### src/rtl/interfaz_usuario_atm.sv
// ATM panel front end: keypad and card sensor to controller protocol.
// Sequences PIN entry, transaction type and amount, then awaits result.
module interfaz_usuario_atm #(
  parameter int PIN_DIGITOS = 4,
  parameter int T_VERIF     = 4,
  parameter int MAX_DIG     = 9,
  parameter int T_RESP      = 64
) (
  input  logic        CLK,
  input  logic        RESET,
  input  logic        TARJETA_IN,
  input  logic [3:0]  TECLA,
  input  logic        TECLA_VALIDA,
  input  logic        BALANCE_ACTUALIZADO,
  input  logic        ENTREGAR_DINERO,
  input  logic        FONDOS_INSUFICIENTES,
  input  logic        PIN_INCORRECTO,
  input  logic        ADVERTENCIA,
  input  logic        BLOQUEO_CTRL,
  output logic        TARJETA_RECIBIDA,
  output logic        TIPO_TRANS,
  output logic [3:0]  DIGITO,
  output logic        DIGITO_STB,
  output logic [31:0] MONTO,
  output logic        MONTO_STB,
  output logic        AVISO_PIN,
  output logic        TIMEOUT
);

  localparam logic [2:0] ST_ESPERA = 3'd0;
  localparam logic [2:0] ST_PIN    = 3'd1;
  localparam logic [2:0] ST_VERIF  = 3'd2;
  localparam logic [2:0] ST_SEL    = 3'd3;
  localparam logic [2:0] ST_CAPT   = 3'd4;
  localparam logic [2:0] ST_RES    = 3'd5;
  localparam logic [2:0] ST_FIN    = 3'd6;
  localparam logic [2:0] ST_BLOQ   = 3'd7;

  localparam logic [3:0] K_A = 4'hA;
  localparam logic [3:0] K_B = 4'hB;
  localparam logic [3:0] K_C = 4'hC;
  localparam logic [3:0] K_D = 4'hD;

  localparam int CMAX = (MAX_DIG > PIN_DIGITOS) ? MAX_DIG : PIN_DIGITOS;
  localparam int TMAX = (T_RESP > T_VERIF) ? T_RESP : T_VERIF;
  localparam int CW   = $clog2(CMAX + 1);
  localparam int TW   = $clog2(TMAX + 1);

  logic [2:0]    st_q, st_d;
  logic          tv_q;
  logic          evt_q;
  logic [3:0]    key_q;
  logic [CW-1:0] cnt_q, cnt_d;
  logic [TW-1:0] tmr_q, tmr_d;
  logic [31:0]   acc_q, acc_d;
  logic          tarj_q, tarj_d;
  logic          tipo_q, tipo_d;
  logic [3:0]    dig_q, dig_d;
  logic          dstb_q, dstb_d;
  logic [31:0]   monto_q, monto_d;
  logic          mstb_q, mstb_d;
  logic          aviso_q, aviso_d;
  logic          tout_q, tout_d;

  logic go_abort;
  logic go_fin;
  logic is_dig;
  logic result;

  assign is_dig = (key_q <= 4'd9);
  assign result = BALANCE_ACTUALIZADO | ENTREGAR_DINERO
                | FONDOS_INSUFICIENTES;

  always_comb begin
    st_d     = st_q;
    cnt_d    = cnt_q;
    tmr_d    = tmr_q;
    acc_d    = acc_q;
    tarj_d   = tarj_q;
    tipo_d   = tipo_q;
    dig_d    = dig_q;
    dstb_d   = 1'b0;
    monto_d  = monto_q;
    mstb_d   = 1'b0;
    aviso_d  = aviso_q;
    tout_d   = 1'b0;
    go_abort = 1'b0;
    go_fin   = 1'b0;

    unique case (st_q)
      ST_ESPERA: begin
        if (TARJETA_IN) begin
          tarj_d = 1'b1;
          cnt_d  = '0;
          st_d   = ST_PIN;
        end
      end
      ST_PIN: begin
        if (!TARJETA_IN) begin
          go_abort = 1'b1;
        end else if (evt_q && is_dig) begin
          dig_d  = key_q;
          dstb_d = 1'b1;
          if (cnt_q == CW'(PIN_DIGITOS - 1)) begin
            cnt_d = '0;
            tmr_d = '0;
            st_d  = ST_VERIF;
          end else begin
            cnt_d = cnt_q + CW'(1);
          end
        end
      end
      ST_VERIF: begin
        if (!TARJETA_IN) begin
          go_abort = 1'b1;
        end else if (BLOQUEO_CTRL) begin
          tarj_d = 1'b0;
          st_d   = ST_BLOQ;
        end else if (PIN_INCORRECTO) begin
          cnt_d = '0;
          tmr_d = '0;
          st_d  = ST_PIN;
          if (ADVERTENCIA) aviso_d = 1'b1;
        end else if (tmr_q == TW'(T_VERIF - 1)) begin
          tmr_d = '0;
          st_d  = ST_SEL;
        end else begin
          tmr_d = tmr_q + TW'(1);
        end
      end
      ST_SEL: begin
        if (!TARJETA_IN) begin
          go_abort = 1'b1;
        end else if (evt_q) begin
          unique case (1'b1)
            (key_q == K_A): begin
              tipo_d = 1'b1;
              acc_d  = '0;
              cnt_d  = '0;
              st_d   = ST_CAPT;
            end
            (key_q == K_B): begin
              tipo_d = 1'b0;
              acc_d  = '0;
              cnt_d  = '0;
              st_d   = ST_CAPT;
            end
            default: ;
          endcase
        end
      end
      ST_CAPT: begin
        if (!TARJETA_IN) begin
          go_abort = 1'b1;
        end else if (evt_q) begin
          unique case (1'b1)
            is_dig: begin
              // extra digits are dropped so the value stays in 32 bits
              if (cnt_q < CW'(MAX_DIG)) begin
                acc_d = acc_q * 32'd10 + {28'd0, key_q};
                cnt_d = cnt_q + CW'(1);
              end
            end
            (key_q == K_D): begin
              acc_d = '0;
              cnt_d = '0;
            end
            (key_q == K_C): begin
              if (cnt_q != '0) begin
                monto_d = acc_q;
                mstb_d  = 1'b1;
                tmr_d   = '0;
                st_d    = ST_RES;
              end
            end
            default: ;
          endcase
        end
      end
      ST_RES: begin
        // card removal is deliberately ignored until the result lands
        if (result) begin
          go_fin = 1'b1;
        end else if (tmr_q == TW'(T_RESP - 1)) begin
          tout_d = 1'b1;
          go_fin = 1'b1;
        end else begin
          tmr_d = tmr_q + TW'(1);
        end
      end
      ST_FIN: begin
        if (!TARJETA_IN) st_d = ST_ESPERA;
      end
      ST_BLOQ: ;
      default: st_d = ST_ESPERA;
    endcase

    if (go_abort) begin
      st_d    = ST_ESPERA;
      tarj_d  = 1'b0;
      aviso_d = 1'b0;
      cnt_d   = '0;
      tmr_d   = '0;
      acc_d   = '0;
    end
    if (go_fin) begin
      st_d    = ST_FIN;
      tarj_d  = 1'b0;
      aviso_d = 1'b0;
      monto_d = '0;
      acc_d   = '0;
      cnt_d   = '0;
      tmr_d   = '0;
    end
  end

  always_ff @(posedge CLK or negedge RESET) begin
    if (!RESET) begin
      st_q    <= ST_ESPERA;
      tv_q    <= 1'b0;
      evt_q   <= 1'b0;
      key_q   <= '0;
      cnt_q   <= '0;
      tmr_q   <= '0;
      acc_q   <= '0;
      tarj_q  <= 1'b0;
      tipo_q  <= 1'b0;
      dig_q   <= '0;
      dstb_q  <= 1'b0;
      monto_q <= '0;
      mstb_q  <= 1'b0;
      aviso_q <= 1'b0;
      tout_q  <= 1'b0;
    end else begin
      tv_q    <= TECLA_VALIDA;
      evt_q   <= TECLA_VALIDA & ~tv_q;
      if (TECLA_VALIDA && !tv_q) key_q <= TECLA;
      st_q    <= st_d;
      cnt_q   <= cnt_d;
      tmr_q   <= tmr_d;
      acc_q   <= acc_d;
      tarj_q  <= tarj_d;
      tipo_q  <= tipo_d;
      dig_q   <= dig_d;
      dstb_q  <= dstb_d;
      monto_q <= monto_d;
      mstb_q  <= mstb_d;
      aviso_q <= aviso_d;
      tout_q  <= tout_d;
    end
  end

  assign TARJETA_RECIBIDA = tarj_q;
  assign TIPO_TRANS       = tipo_q;
  assign DIGITO           = dig_q;
  assign DIGITO_STB       = dstb_q;
  assign MONTO            = monto_q;
  assign MONTO_STB        = mstb_q;
  assign AVISO_PIN        = aviso_q;
  assign TIMEOUT          = tout_q;

endmodule

### config.mk
export PLATFORM = sky130hd
export DESIGN_NAME = interfaz_usuario_atm
export DESIGN_NICKNAME = d
export VERILOG_FILES = /design/src/rtl/interfaz_usuario_atm.sv
export SDC_FILE = /design/constraint.sdc
export NUM_CORES = 1
export LEC_CHECK = 0
export CAP_MARGIN = 20
export CORE_MARGIN = 4
export CORE_UTILIZATION = 40
export CTS_BUF_LIST = sky130_fd_sc_hd__clkbuf_4 sky130_fd_sc_hd__clkbuf_8 sky130_fd_sc_hd__clkbuf_16
export DETAILED_ROUTE_END_ITERATION = 8
export GPL_TIMING_DRIVEN = 0
export SLEW_MARGIN = 15
export SYNTH_ARGS = -nofsm -noshare
export SYNTH_HDL_FRONTEND = slang
export SYNTH_SLANG_ARGS = --single-unit
### constraint.sdc
create_clock -name CLK -period 4.1 [get_ports CLK]
set_input_delay 1.23 -clock CLK [delete_from_list [all_inputs] [get_ports CLK]]
set_output_delay 1.23 -clock CLK [all_outputs]
set_load 0.03 [all_outputs]
==> results of run 1 <==
[state kept, by name (all words and copies together), names as in the netlist]
register and flops:
evt_q 1, cnt_q 4, tv_q 1, MONTO_STB 1, tmr_q 7, TIMEOUT 1, st_q 3, DIGITO_STB 1
TARJETA_RECIBIDA 1, acc_q 32, key_q 4, MONTO 32, AVISO_PIN 1, DIGITO 4, TIPO_TRANS 1
[cells in the mapped netlist, types with 4 or more instances]
library cell / number
xor2_1: 19
nor2b_1: 4
nand2b_1: 8
o211ai_1: 12
or2_2: 5
o21a_1: 12
clkbuf_1: 20
and2_1: 4
nor4_1: 6
and4_1: 6
a21oi_2: 6
a211o_1: 4
and3_1: 9
nor3b_1: 6
a21oi_1: 60
mux2_2: 5
inv_1: 21
xnor2_1: 25
buf_2: 6
a22o_1: 5
a21boi_0: 4
nor3_1: 12
a21o_1: 5
o21ai_0: 50
o21ai_1: 13
o31ai_1: 11
dfrtp_1: 94
nand4_1: 14
ha_1: 62
a211oi_1: 9
nand2_1: 158
nand3_1: 23
nor2_1: 45
[metrics by stage]
step / setup slack (ns) / cell area [um2] / utilization (%)
after global placement: -1.78 / 7830 / 45.4
after floorplan: 0.649 / 7000 / -
after detailed placement: -0.130 / 7860 / 45.6
after CTS: 0.0721 / 8200 / 47.6
final: 0.217 / 8280 / 48.0
after global routing: 0.00565 / 8280 / 48.0
[report_power, final]
part	switching [mW]	leakage (nW)	internal, mW
logic	0.826	2.19	0.412
registers	0.0821	1.29	1.01
clock network	0.373	0.167	0.573
[layer usage]
layer,share of wire [%],GRT usage [%]
met1,50,28.3
met2,45,30.9
met3,3.5,3.28
met4,1.4,4.39
met5,0,0
[critical path: stages, from the launching register on]
cell and delay [ns]:
dfrtp_1 0.46, ha_1 0.32, ha_1 0.26, fa_1 0.44, a211oi_2 0.32, nor2_1 0.13, xor2_2 0.25, nand4_1 0.31
nor4_1 0.38, nand4_2 0.23, nor4_4 0.28, mux2i_1 0.12, a211o_1 0.27
[cell type report]
class                   instances  area (um2)  area share, %
multi-input cells             669        4460           53.9
flip-flops and latches         94        2350           28.4
repair buffers                 59         602           7.27
well taps                     225         282           3.40
clock buffers                  11         253           3.05
plain buffers                  33         161           1.95
clock inverters                 5        86.3           1.04
inverters                      21        78.8          0.952
[repair_timing]
action,CTS,global route
gates resized for setup,0,9
setup endpoints to repair,0,10
hold endpoints to repair,0,0
buffers inserted,0,3
[layout by cell type (no fill, tap or decap), types with 6 or more instances in the layout]
master             n
a211oi_1           9
a21oi_1           60
a21oi_2            6
and3_1             9
and4_1             6
buf_2              6
clkbuf_1          20
clkbuf_16          9
clkdlybuf4s50_1   54
dfrtp_1           94
ha_1              62
inv_1             21
nand2_1          158
nand2b_1           8
nand3_1           22
nand4_1           14
nor2_1            44
nor3_1            12
o211ai_1          12
o21a_1            12
o21ai_0           50
o21ai_1           13
o31ai_1           11
xnor2_1           25
xor2_1            16
[logic make-up after synthesis]
logic type | Yosys count | share of synthesized area, %
multiplexers | 9 | 1.39
AND/OR/NAND/NOR | 317 | 22.2
AO/OA/AOI/OAI | 235 | 22.2
adder cells (fa/ha/maj) | 64 | 11.7
buffers and inverters | 54 | 3.43
flip-flops | 94 | 33.6
XOR/XNOR | 44 | 5.51
[worst paths after layout]
path / cells after the start / slack [ns] / from / to
worst max-delay path: 12 / 0.22 / acc_q[1] / acc_q[31]
worst min-delay path: 2 / 0.49 / DIGITO[2] / DIGITO[2]
worst max register to register: 12 / 0.22 / acc_q[1] / acc_q[31]
worst min register to register: 2 / 0.49 / DIGITO[2] / DIGITO[2]
max in group asynchronous: 2 / 2.73 / RESET / acc_q[14]
min in group asynchronous: 1 / 0.77 / RESET / tmr_q[3]
==> flow_summary.ini, run 1 <==
[layout]
drive_gt1_share_pct = 8.63
nets = 965
fin_cells = 1117
antennaDiodeCount = 0
area_growth_pct = 18.3
fillers = 1718

[setup_path]
crit_required_ns = 4.34
crit_type = reg -> reg
start_kind = flop
crit_arrival_ns = 4.12
crit_fanout = 5
critPathCaptureType = flop

[logic_synthesis]
synth_edf_count = 0
synth_area_um2 = 7000
ys_seq_area_share_pct = 33.6
yosysWarnings = 0
yosysUniqueCellTypes = 78
synth_nets = 895
synthFlopType = dfrtp_1
synth_top_area_share_pct = 33.6
synth_top_cell_by_area = dfrtp_1
synthTopCellsByArea = dfrtp_1, ha_1, nand2_1
async_reset_ff_share_pct = 100
synth_seq_cells = 94
synthCells = 817
syn_area_per_cell_um2 = 8.57

[timing]
timing.fmax_mhz = 258
fin_crit_sh_pct = 94.7
tightestPinTransition_ns = 0.821
setup-violations-final = 0
relSlewSlack_pct = 44.9
skew_ns = 0.00780
finalSetupTns_ns = 0
final-hold-violation-count = 0
finalCriticalPeriod_ns = 3.88
rsz0062_at_grt = no
slew_viol_final = 0
timing.hold.ws_ns = 0.486

[floorplanning]
io_pins = 56
die_area_um2 = 19700
die_h_um = 140
fp.dieW_um = 140
rows = 48
core_area_um2 = 17200
initial_core_util_pct = 40.6

[drt]
drt-vias-per-instance = 5.58
ant_nets = 0
drc_errors = 0
vias = 6235
finalWirelength_mm = 18.7
drt-pass1-iter-count = 5
drt-initial-drc-count = 408
wl_per_cell_um = 16.8

[clock_network]
cts_made_buffers = 9
cts_tree = done
clkLatencyLatePin_ns = 0.35
h-tree-depth = 3
postCtsHoldBufs = 0
clkTransAtPathRegs_ns = 0.07
cts_root_buf = clkbuf_16
clock_path_buffers = 2
clock_sinks = 94

[pwr]
p_leak_nw = 3.64
peakVddDrop_mv = 0.345
power.density_nw_per_um2 = 396
power_mw = 3.28

[place]
io_buffers = 55
dp_cells = 1098
place_hpwl_mm = 14.4
gp_congestion = 0.894

[global_route]
grt_pass1_wl_mm = 31.7
grt_pass1_vias = 6160
antenna_found_initial = 0
grt_max_degree = 60
grt_util_all_layers_pct = 19.6
grt_overflow_total = 0

[flow_run]
max_cap_violations = 0

[hold_path]
hold_class = reg -> reg

[run_status]
status = complete, no violations
Note: power is estimated with default switching activity, not from simulation.
==> run 2, diff against run 1 <==
- REMOVE_ABC_BUFFERS: unset -> 1
- clock period: 4.1 -> 3.5 ns (I/O delays scaled with it)
==> flow_summary.ini, run 2 (synthesized netlist as in run 1, its figures left out) <==
[global_route]
grt_max_degree = 65
grt_overflow_total = 0
grt_pass1_wl_mm = 32.0
grt_pass1_vias = 6239
antenna_found_initial = 0
grt_util_all_layers_pct = 19.5

[setup_path]
r2r_end = acc_q[25]
start_kind = flop
reg2reg_setup_slack_ns = -0.04
crit_fanout = 4
crit_chain = ha_4 -> ha_4 -> fa_2 -> a211oi_4 -> buf_4 -> nor2_2 -> xor2_2 -> nand4_1 -> buf_6 -> nor4_4 -> nand4_1 -> nor4b_2 -> xnor2_1 -> o21ai_1
ff2ff_path_depth = 14
crit_required_ns = 3.74
cp_slowest_cell = dfrtp_2
crit_type = reg -> reg
cpPeakStageDelay_ns = 0.44
crit_path_end = acc_q[25]
crit_arrival_ns = 3.77
critPathLaunch = acc_q[1]
path_depth = 14
r2r-start = acc_q[1]
cp_top_family = simple AND/OR/NAND/NOR gates
cp_num_buf_inv = 2
critPathCaptureType = flop

[clock_network]
clkTransAtPathRegs_ns = 0.07
cts_root_buf = clkbuf_16
cts_tree = done
clock_path_buffers = 2
clock_sinks = 94
cts_made_buffers = 9
h-tree-depth = 3
postCtsHoldBufs = 0
clkLatencyLatePin_ns = 0.34

[drt]
drt-initial-drc-count = 465
ant_nets = 0
drt-vias-per-instance = 5.62
drc_errors = 0
finalWirelength_mm = 19.5
vias = 6456
drt-pass1-iter-count = 7
wl_per_cell_um = 17.0

[layout]
drive_gt1_share_pct = 23.4
fillers = 1551
final_common_cell = nand2_1
layout_common_cells = nand2_1, dfrtp_1, buf_4, a21oi_1, clkdlybuf4s50_1
area_growth_pct = 33.9
nets = 996
multiInputGateArea_um2 = 5200
antennaDiodeCount = 0
register_area_um2 = 2360
fin_util_pct = 54.3

[pwr]
peakVddDrop_mv = 0.469
power.density_nw_per_um2 = 412
power_mw = 3.86
p_leak_nw = 3.90

[place]
gp_congestion = 0.853
place_hpwl_mm = 13.6
io_buffers = 55
dp_slack_ns = -0.750

[timing]
relSlewSlack_pct = 46.9
slew_viol_final = 0
setup-violations-final = 2
fin_ws_ns = -0.0350
skew_ns = 0.00665
finalCriticalPeriod_ns = 3.54
timing.fmax_mhz = 283
fin_crit_sh_pct = 101
rsz0062_at_grt = yes
tightestPinTransition_ns = 0.791
final-hold-violation-count = 0
timing.hold.ws_ns = 0.475

[run_status]
status = finished, violations left
violations = setup timing

[floorplanning]
rows = 48
core_area_um2 = 17200
fp.dieW_um = 140
initial_core_util_pct = 40.6
io_pins = 56
die_h_um = 140
die_area_um2 = 19700

[flow_run]
max_cap_violations = 0

[hold_path]
hold_class = reg -> reg
-- run 2: what timing repair did --
| action | CTS | global route |
|---|---|---|
| setup buffers | 36 | 25 |
| resized for setup | 85 | 51 |
| setup endpoints to repair | 19 | 14 |
| pin swaps | 24 | 31 |
-- run 2: how the worst min path moves through the flow --
stage,endpoint,depth (start not counted),startpoint
detailed placement,evt_q,1,tv_q
floorplan,evt_q,1,tv_q
global placement,evt_q,1,tv_q
finish,evt_q,1,tv_q
global route,acc_q[31],1,acc_q[31]
CTS,evt_q,1,tv_q
-- run 2: final cells by class --
class,instances,share of cell area [%]
flip-flops and latches,94,25.2
well taps,225,3.01
clock buffers,9,2.40
clock inverters,7,0.521
inverters,21,0.841
multi-input cells,669,55.5
repair buffers,123,12.5
-- run 2: worst reg2reg max path, cell delays in order (launching register included) --
cell,delay [ns]
dfrtp_2,0.44
ha_4,0.26
ha_4,0.16
fa_2,0.37
a211oi_4,0.31
buf_4,0.17
nor2_2,0.04
xor2_2,0.19
nand4_1,0.13
buf_6,0.17
nor4_4,0.36
nand4_1,0.20
nor4b_2,0.35
xnor2_1,0.19
o21ai_1,0.08
-- run 2: layer usage --
metal | share of wire, % | vias to the layer above | GRT usage (%) | routed length (um)
met2 | 49 | 138 | 32.3 | 9620
met5 | 0 | - | 0 | 0
li1 | - | 3152 | - | -
met3 | 3.5 | 36 | 3.07 | 689
met4 | 2.8 | 0 | 5.81 | 544
met1 | 44 | 3130 | 26.3 | 8640
-- run 2: per-stage QoR --
stage | instance area (um2) | setup TNS [ns] | std cells
final | 9370 | -0.0368 | 1148
after global routing | 9370 | -0.591 | 1148
after CTS | 8860 | -0.0581 | 1122
after detailed placement | 7800 | -11.27 | 1070
after global placement | 7670 | -310.27 | 1064
after floorplan | 6840 | -2.14 | 784
-- run 2: where the power goes --
part | total [mW] | switching [mW] | internal [mW]
Sequential | 1.34 | 0.158 | 1.19
Combinational | 1.58 | 0.923 | 0.661
Clock | 0.929 | 0.446 | 0.483
Total | 3.86 | 1.53 | 2.33
